<file path="src/rtl/cu_pkg.sv">
// Shared types and encodings for the multi-cycle RV32I control unit:
// FSM states, opcode classes, datapath mux selects and ALU operations.
package cu_pkg;

  typedef enum logic [3:0] {
    S_FETCH, S_DECODE, S_MEMADR, S_MEMRD, S_MEMWB, S_MEMWR, S_EXECR, S_EXECI,
    S_LUI, S_AUIPC, S_ALUWB, S_JALRADR, S_JAL, S_BRANCH, S_TRAP
  } state_t;

  typedef enum logic [3:0] {
    OC_LOAD, OC_STORE, OC_R, OC_I, OC_BRANCH, OC_JAL, OC_JALR, OC_LUI, OC_AUIPC, OC_NONE
  } op_class_t;

  localparam logic [3:0] ALU_ADD  = 4'b0000;
  localparam logic [3:0] ALU_SUB  = 4'b0001;
  localparam logic [3:0] ALU_AND  = 4'b0010;
  localparam logic [3:0] ALU_OR   = 4'b0011;
  localparam logic [3:0] ALU_XOR  = 4'b0100;
  localparam logic [3:0] ALU_SLL  = 4'b0101;
  localparam logic [3:0] ALU_SRL  = 4'b0110;
  localparam logic [3:0] ALU_SRA  = 4'b0111;
  localparam logic [3:0] ALU_SLT  = 4'b1001;
  localparam logic [3:0] ALU_SLTU = 4'b1010;
  localparam logic [3:0] ALU_NOP  = 4'b1111;

  localparam logic [2:0] IMM_I   = 3'b000;
  localparam logic [2:0] IMM_ISH = 3'b001;
  localparam logic [2:0] IMM_S   = 3'b010;
  localparam logic [2:0] IMM_B   = 3'b011;
  localparam logic [2:0] IMM_U   = 3'b100;
  localparam logic [2:0] IMM_J   = 3'b101;

  localparam logic [1:0] SRCA_PC    = 2'b00;
  localparam logic [1:0] SRCA_OLDPC = 2'b01;
  localparam logic [1:0] SRCA_RS1   = 2'b10;
  localparam logic [1:0] SRCA_ZERO  = 2'b11;
  localparam logic [1:0] SRCB_RS2   = 2'b00;
  localparam logic [1:0] SRCB_IMM   = 2'b01;
  localparam logic [1:0] SRCB_4     = 2'b10;

  localparam logic [1:0] RES_ALUOUT = 2'b00;
  localparam logic [1:0] RES_DATA   = 2'b01;
  localparam logic [1:0] RES_ALURES = 2'b10;

  localparam logic [6:0] OP_LOAD   = 7'b0000011;
  localparam logic [6:0] OP_STORE  = 7'b0100011;
  localparam logic [6:0] OP_R      = 7'b0110011;
  localparam logic [6:0] OP_I      = 7'b0010011;
  localparam logic [6:0] OP_BRANCH = 7'b1100011;
  localparam logic [6:0] OP_JAL    = 7'b1101111;
  localparam logic [6:0] OP_JALR   = 7'b1100111;
  localparam logic [6:0] OP_LUI    = 7'b0110111;
  localparam logic [6:0] OP_AUIPC  = 7'b0010111;

  function automatic op_class_t classify(input logic [6:0] op);
    case (op)
      OP_LOAD:   return OC_LOAD;
      OP_STORE:  return OC_STORE;
      OP_R:      return OC_R;
      OP_I:      return OC_I;
      OP_BRANCH: return OC_BRANCH;
      OP_JAL:    return OC_JAL;
      OP_JALR:   return OC_JALR;
      OP_LUI:    return OC_LUI;
      OP_AUIPC:  return OC_AUIPC;
      default:   return OC_NONE;
    endcase
  endfunction

endpackage

</file>
<file path="src/rtl/alu_decoder.sv">
// Combinational decode of opcode class + funct fields into ALU operation,
// immediate format and an undefined-funct3 flag.
module alu_decoder
  import cu_pkg::*;
(
  input  op_class_t   op_class,
  input  logic [2:0]  funct3,
  input  logic        funct7_5,
  output logic [3:0]  alu_ctrl,
  output logic [2:0]  imm_src,
  output logic        illegal_funct
);

  always_comb begin
    alu_ctrl      = ALU_ADD;
    imm_src       = IMM_I;
    illegal_funct = 1'b0;
    case (op_class)
      OC_R, OC_I: begin
        case (funct3)
          3'b000:  alu_ctrl = (op_class == OC_R && funct7_5) ? ALU_SUB : ALU_ADD;
          3'b001:  alu_ctrl = ALU_SLL;
          3'b010:  alu_ctrl = ALU_SLT;
          3'b011:  alu_ctrl = ALU_SLTU;
          3'b100:  alu_ctrl = ALU_XOR;
          3'b101:  alu_ctrl = funct7_5 ? ALU_SRA : ALU_SRL;
          3'b110:  alu_ctrl = ALU_OR;
          default: alu_ctrl = ALU_AND;
        endcase
        if (op_class == OC_I && (funct3 == 3'b001 || funct3 == 3'b101))
          imm_src = IMM_ISH;
      end
      // Loads: only LB/LH/LW/LBU/LHU exist.
      OC_LOAD:   illegal_funct = (funct3 == 3'b011) || (funct3[2:1] == 2'b11);
      OC_STORE: begin
        imm_src       = IMM_S;
        illegal_funct = funct3[2] || (funct3[1:0] == 2'b11);
      end
      OC_BRANCH: begin
        imm_src       = IMM_B;
        alu_ctrl      = ALU_SUB;
        illegal_funct = (funct3[2:1] == 2'b01);
      end
      OC_JAL:            imm_src = IMM_J;
      OC_LUI, OC_AUIPC:  imm_src = IMM_U;
      default: ;
    endcase
  end

endmodule

</file>
<file path="src/rtl/multicycle_cu.sv">
// Multi-cycle RV32I control FSM: sequences fetch/decode/execute/memory/writeback
// against a shared memory with ready handshake, timeout, stall and sticky traps.
module multicycle_cu
  import cu_pkg::*;
#(
  parameter int MEM_TIMEOUT = 16,
  parameter int TO_W        = $clog2(MEM_TIMEOUT + 1)
) (
  input  logic       clk,
  input  logic       rst,
  input  logic [6:0] op,
  input  logic [2:0] funct3,
  input  logic       funct7_5,
  input  logic       Zero,
  input  logic       Less,
  input  logic       LessU,
  input  logic       mem_ready,
  input  logic       stall,
  output logic       PCWrite,
  output logic       IRWrite,
  output logic       OldPCWrite,
  output logic       RegWrite,
  output logic       MemWrite,
  output logic       mem_req,
  output logic       AdrSrc,
  output logic [1:0] ALUSrcA,
  output logic [1:0] ALUSrcB,
  output logic [3:0] ALUctrl,
  output logic [2:0] ImmSrc,
  output logic [1:0] ResultSrc,
  output logic       PCMaskLSB,
  output logic [2:0] funct3_o,
  output logic       illegal,
  output logic       bus_err,
  output logic [3:0] state_o
);

  // Keep the counter at least one bit wide when the timeout is disabled.
  localparam int CW = (TO_W < 1) ? 1 : TO_W;

  state_t          state_reg, state_next;
  logic [CW-1:0]   cnt_reg, cnt_next;
  logic            illegal_reg, bus_err_reg, jalr_flag_reg, jalr_flag_next;
  logic            set_illegal, set_bus_err;
  op_class_t       op_class;
  logic [3:0]      dec_alu_ctrl;
  logic [2:0]      dec_imm_src;
  logic            dec_illegal;
  logic            waiting, timeout, br_taken;

  assign op_class = classify(op);

  alu_decoder u_dec (
    .op_class      (op_class),
    .funct3        (funct3),
    .funct7_5      (funct7_5),
    .alu_ctrl      (dec_alu_ctrl),
    .imm_src       (dec_imm_src),
    .illegal_funct (dec_illegal)
  );

  assign waiting = (state_reg == S_FETCH) || (state_reg == S_MEMRD) || (state_reg == S_MEMWR);
  assign timeout = (MEM_TIMEOUT > 0) && (cnt_reg == CW'(MEM_TIMEOUT - 1));

  always_comb begin
    case (funct3)
      3'b000:  br_taken = Zero;
      3'b001:  br_taken = ~Zero;
      3'b100:  br_taken = Less;
      3'b101:  br_taken = ~Less;
      3'b110:  br_taken = LessU;
      3'b111:  br_taken = ~LessU;
      default: br_taken = 1'b0;
    endcase
  end

  always_ff @(posedge clk) begin
    if (rst) begin
      state_reg     <= S_FETCH;
      cnt_reg       <= '0;
      illegal_reg   <= 1'b0;
      bus_err_reg   <= 1'b0;
      jalr_flag_reg <= 1'b0;
    end else begin
      state_reg     <= state_next;
      cnt_reg       <= cnt_next;
      illegal_reg   <= illegal_reg | set_illegal;
      bus_err_reg   <= bus_err_reg | set_bus_err;
      jalr_flag_reg <= jalr_flag_next;
    end
  end

  always_comb begin
    state_next     = state_reg;
    cnt_next       = cnt_reg;
    set_illegal    = 1'b0;
    set_bus_err    = 1'b0;
    jalr_flag_next = jalr_flag_reg;
    if (!stall) begin
      case (state_reg)
        S_FETCH:  if (mem_ready) state_next = S_DECODE;
        S_DECODE: begin
          case (op_class)
            OC_LOAD, OC_STORE: state_next = S_MEMADR;
            OC_R:              state_next = S_EXECR;
            OC_I:              state_next = S_EXECI;
            OC_JAL:            state_next = S_JAL;
            OC_JALR:           state_next = S_JALRADR;
            OC_LUI:            state_next = S_LUI;
            OC_AUIPC:          state_next = S_AUIPC;
            OC_BRANCH:         state_next = S_BRANCH;
            default:           state_next = S_TRAP;
          endcase
          if (op_class == OC_NONE || dec_illegal) begin
            state_next  = S_TRAP;
            set_illegal = 1'b1;
          end
        end
        S_MEMADR: state_next = (op_class == OC_STORE) ? S_MEMWR : S_MEMRD;
        S_MEMRD:  if (mem_ready) state_next = S_MEMWB;
        S_MEMWR:  if (mem_ready) state_next = S_FETCH;
        S_MEMWB, S_ALUWB, S_BRANCH: state_next = S_FETCH;
        S_EXECR, S_EXECI, S_LUI, S_AUIPC: state_next = S_ALUWB;
        S_JALRADR: begin
          state_next     = S_JAL;
          jalr_flag_next = 1'b1;
        end
        S_JAL: begin
          state_next     = S_ALUWB;
          jalr_flag_next = 1'b0;
        end
        default: state_next = S_TRAP;
      endcase
      // A ready arriving on the limit cycle wins over the timeout.
      if (waiting && !mem_ready && timeout) begin
        state_next  = S_TRAP;
        set_bus_err = 1'b1;
      end
      if (state_next != state_reg)
        cnt_next = '0;
      else if (waiting && !mem_ready)
        cnt_next = cnt_reg + CW'(1);
    end
  end

  always_comb begin
    PCWrite    = 1'b0;
    IRWrite    = 1'b0;
    OldPCWrite = 1'b0;
    RegWrite   = 1'b0;
    MemWrite   = 1'b0;
    mem_req    = 1'b0;
    AdrSrc     = 1'b0;
    ALUSrcA    = SRCA_PC;
    ALUSrcB    = SRCB_RS2;
    ALUctrl    = ALU_NOP;
    ImmSrc     = IMM_I;
    ResultSrc  = RES_ALUOUT;
    PCMaskLSB  = 1'b0;
    case (state_reg)
      S_FETCH: begin
        mem_req    = 1'b1;
        ALUSrcB    = SRCB_4;
        ALUctrl    = ALU_ADD;
        ResultSrc  = RES_ALURES;
        IRWrite    = mem_ready;
        OldPCWrite = mem_ready;
        PCWrite    = mem_ready;
      end
      S_DECODE:  begin ALUSrcA = SRCA_OLDPC; ALUSrcB = SRCB_IMM; ALUctrl = ALU_ADD; ImmSrc = dec_imm_src; end
      S_MEMADR:  begin ALUSrcA = SRCA_RS1; ALUSrcB = SRCB_IMM; ALUctrl = ALU_ADD; ImmSrc = dec_imm_src; end
      S_MEMRD:   begin AdrSrc = 1'b1; mem_req = 1'b1; end
      S_MEMWB:   begin ResultSrc = RES_DATA; RegWrite = 1'b1; end
      S_MEMWR:   begin AdrSrc = 1'b1; mem_req = 1'b1; MemWrite = 1'b1; end
      S_EXECR:   begin ALUSrcA = SRCA_RS1; ALUSrcB = SRCB_RS2; ALUctrl = dec_alu_ctrl; end
      S_EXECI:   begin ALUSrcA = SRCA_RS1; ALUSrcB = SRCB_IMM; ALUctrl = dec_alu_ctrl; ImmSrc = dec_imm_src; end
      S_LUI:     begin ALUSrcA = SRCA_ZERO; ALUSrcB = SRCB_IMM; ALUctrl = ALU_ADD; ImmSrc = IMM_U; end
      S_AUIPC:   begin ALUSrcA = SRCA_OLDPC; ALUSrcB = SRCB_IMM; ALUctrl = ALU_ADD; ImmSrc = IMM_U; end
      S_ALUWB:   RegWrite = 1'b1;
      S_JALRADR: begin ALUSrcA = SRCA_RS1; ALUSrcB = SRCB_IMM; ALUctrl = ALU_ADD; end
      S_JAL: begin
        PCWrite   = 1'b1;
        ALUSrcA   = SRCA_OLDPC;
        ALUSrcB   = SRCB_4;
        ALUctrl   = ALU_ADD;
        PCMaskLSB = jalr_flag_reg;
      end
      S_BRANCH:  begin ALUSrcA = SRCA_RS1; ALUSrcB = SRCB_RS2; ALUctrl = ALU_SUB; PCWrite = br_taken; end
      default: ;
    endcase
    // Freeze: no architectural state may change, but the bus request stays up.
    if (stall) begin
      PCWrite    = 1'b0;
      IRWrite    = 1'b0;
      OldPCWrite = 1'b0;
      RegWrite   = 1'b0;
      MemWrite   = 1'b0;
    end
  end

  assign funct3_o = funct3;
  assign illegal  = illegal_reg;
  assign bus_err  = bus_err_reg;
  assign state_o  = state_reg;

endmodule

</file>
<file path="config.mk">
export PLATFORM = sky130hd
export DESIGN_NAME = multicycle_cu
export DESIGN_NICKNAME = d
export VERILOG_FILES = /design/src/rtl/cu_pkg.sv /design/src/rtl/alu_decoder.sv /design/src/rtl/multicycle_cu.sv
export SDC_FILE = /design/constraint.sdc
export NUM_CORES = 1
export LEC_CHECK = 0
export CAP_MARGIN = 10
export CELL_PAD_IN_SITES_DETAIL_PLACEMENT = 1
export CELL_PAD_IN_SITES_GLOBAL_PLACEMENT = 2
export CORE_ASPECT_RATIO = 0.75
export CORE_MARGIN = 3
export CORE_UTILIZATION = 24
export CTS_BUF_LIST = sky130_fd_sc_hd__clkbuf_8
export DETAILED_ROUTE_END_ITERATION = 7
export GPL_TIMING_DRIVEN = 1
export PLACE_DENSITY_LB_ADDON = 0.1
export SYNTH_ARGS = -nofsm -noshare
export SYNTH_HDL_FRONTEND = slang
export SYNTH_SLANG_ARGS = --single-unit
</file>
<file path="constraint.sdc">
create_clock -name clk -period 2.2 [get_ports clk]
set_clock_uncertainty 0.05 [all_clocks]
set_input_delay 0.22 -clock clk [delete_from_list [all_inputs] [get_ports clk]]
set_output_delay 0.22 -clock clk [all_outputs]
set_load 0.01 [all_outputs]
</file>
==> flow_metrics.tcl <==
set metrics [dict create \
    rsz0062_at_grt "yes" \
    synth.top_cell.area_share_pct 13.94 \
    grt_usage_pct 18.89 \
    violations "negative setup slack" \
    ir_drop_uv 208.0 \
    setup.worst_path.end_class "flip-flop" \
    fin_tns_setup_ns -0.5067 \
    final_max_slew_viol_count 0 \
    cts.hold.buffers_added 0 \
    area_growth_pct 92.88 \
    cts_sinks 12 \
    fmax_ghz 0.4291 \
    yosys_warnings 0 \
    grt-ovfl-total 0 \
    port-buffer-count 47 \
    cp_num_buf_inv 0 \
    p_leak_nw 1.500 \
    cp_slowest_stage_delay_ns 0.42 \
    num_antenna_cells 0 \
    crit_top_cell "ha_4" \
    syn_area_per_cell_um2 6.652 \
    max-clock-path-buffers 2 \
    syn_inst 259 \
    cts_tree "done" \
    synthTopCellsByArea "dfxtp_1, nor2_1, a21oi_1" \
    required_ns 2.29 \
    relSlewSlack_pct 67.73 \
    dieArea_mm2 0.008242 \
    largest_reg_flops 5 \
    setup_violations 5 \
    fin_crit_ns 2.330 \
    gp_congestion 0.8669 \
    grt_pass1_vias 2455 \
    finalNonFillerCells 487 \
    dp_cells 469 \
    clock-root-buffer "clkbuf_8" \
    clk_pin_slew_ns 0.06 \
    vias_per_cell 5.018 \
    status "finished with violations" \
    pre_cts_ws_ns -0.7369 \
    synth_edf_count 0 \
    nNetsFinal 410 \
    finalHoldViolCount 0 \
    timing.rr.start "cnt_reg[0]" \
    crit_fanout 5 \
    async_flop_share_pct 0 \
    antenna_found_initial 0 \
    ys_ff_latch 12 \
    synth_top_cell_by_area "dfxtp_1" \
    ys_types 61 \
    critPathKind "reg2reg" \
    path_cells "ha_4 -> and3_4 -> ha_4 -> o21ai_2 -> a21boi_1 -> a311o_2 -> nand2_2 -> o31ai_4 -> a41o_1 -> a22o_1" \
    synth_area_mm2 0.001723 \
    ys.flop_type "dfxtp_1" \
    coreArea_mm2 0.006897 \
    fillers 869 \
    startpoint "cnt_reg[0]" \
    critPathSlowestCell "a311o_2" \
    dr.pass1.iters 4 \
    cts_made_buffers 3 \
    place_hpwl_mm 6.183 \
    grt_max_degree 19 \
    min-delay-start "cnt_reg[4]" \
    ant_nets 0 \
    worst_slack_ns -0.1305 \
    drt-initial-drc-count 101 \
    drc 0 \
    ys_seq_area_share_pct 13.94 \
    io_pins 48 \
    power_density_mw_per_mm2 367.6 \
    cp.arrival_ns 2.42 \
    finalPower_mw 1.222 \
    rows 26 \
    fp.dieH_um 79.38 \
    fin_crit_sh_pct 105.9 \
    start_util_pct 24.98 \
    wire_per_inst_um 16.80 \
    min_path_type "reg2reg" \
    worstSkewPairLatency_ns 0.25 \
    worst_slew_pin_slew_ns 0.4803 \
    startpoint_type "flip-flop" \
    htreeDepth 1 \
    mappedNetlistNets 279 \
    synth_common_cells "nor2_1, nand2_1, a21oi_1" \
    wl_mm 8.182 \
    grt_pass1_wl_mm 12.80 \
    yosysMostFrequentCell "nor2_1" \
    drv_cap 0 \
    cp_top_family "compound AO/OA/AOI/OAI gates" \
    die_w_um 103.8 \
    layout-drive-gt1-share_pct 45.24 \
    num_vias 2444 \
    fin_util_pct 48.19 \
]
## cell families after synthesis
group                      after synthesis  synth area share [%]
muxes                                    3                 1.743
and+or+nand+nor                        120                 37.04
xor gates and xnor gates                 6                 3.051
adders and majority gates                2                 1.452
DFF                                     12                 13.94
buffers and inverters                   35                 9.223
AOI/OAI and AO/OA                       81                 33.55
## worst paths after layout
path,cells after the start,slack [ns],to
min reg2reg,1,0.42,cnt_reg[4]
min,1,0.42,cnt_reg[4]
max reg2reg,10,-0.13,cnt_reg[0]
max,10,-0.13,cnt_reg[0]
## per-layer routing
layer	track usage [%]	wire (um)	up-vias
met1	27.28	4254	1169
met3	3.153	322	2
met5	0	0	-
met4	1.195	19	0
met2	30.87	3586	53
li1	-	-	1220
## power breakdown
| group | internal [mW] | switching, mW |
|---|---|---|
| sequential | 0.226 | 0.0150 |
| clock | 0.159 | 0.103 |
| combinational | 0.374 | 0.345 |
## per-stage QoR
| step | hold WS (ns) | area (um2) |
|---|---|---|
| after floorplan | 0.3919 | 1755 |
| after global placement | 0.4031 | 2938 |
| after detailed placement | 0.4101 | 2938 |
| after CTS | 0.4238 | 3127 |
| after global routing | 0.4607 | 3323 |
| final | 0.4198 | 3323 |
## cells in the final DEF, fill, tap and decap left out, types with 7 or more instances in the layout
cell / instances
buf_4: 101
a21oi_1: 15
nand2b_1: 8
nor2_1: 28
clkdlybuf4s50_1: 23
dlygate4sd2_1: 12
nand2_1: 22
nor3_1: 10
o21ai_0: 12
dfxtp_1: 7
## worst reg2reg max path, delay by kind of cell, from the launching register on
kind / cells / cell delay [ns]
compound gates: 6 / 1.21
fa+ha+maj: 2 / 0.35
flops: 1 / 0.33
simple gates: 2 / 0.29
## timing repair
action,in CTS,in global routing
endpoints found under the setup margin,25,15
setup buffers,6,9
pin swaps,14,21
cloned,0,0
gates resized for setup,61,47
## cell type report
| cell class | count | area [um2] | share of cell area, % |
|---|---|---|---|
| Tap cell | 98 | 122.6 | 3.690 |
| Timing Repair Buffer | 155 | 1285 | 38.67 |
| Inverter | 6 | 22.52 | 0.6777 |
| Sequential cell | 12 | 251.5 | 7.568 |
| Clock buffer | 4 | 55.05 | 1.657 |
| Multi-Input combinational cell | 212 | 1587 | 47.74 |
(Power assumes the default switching activity.)
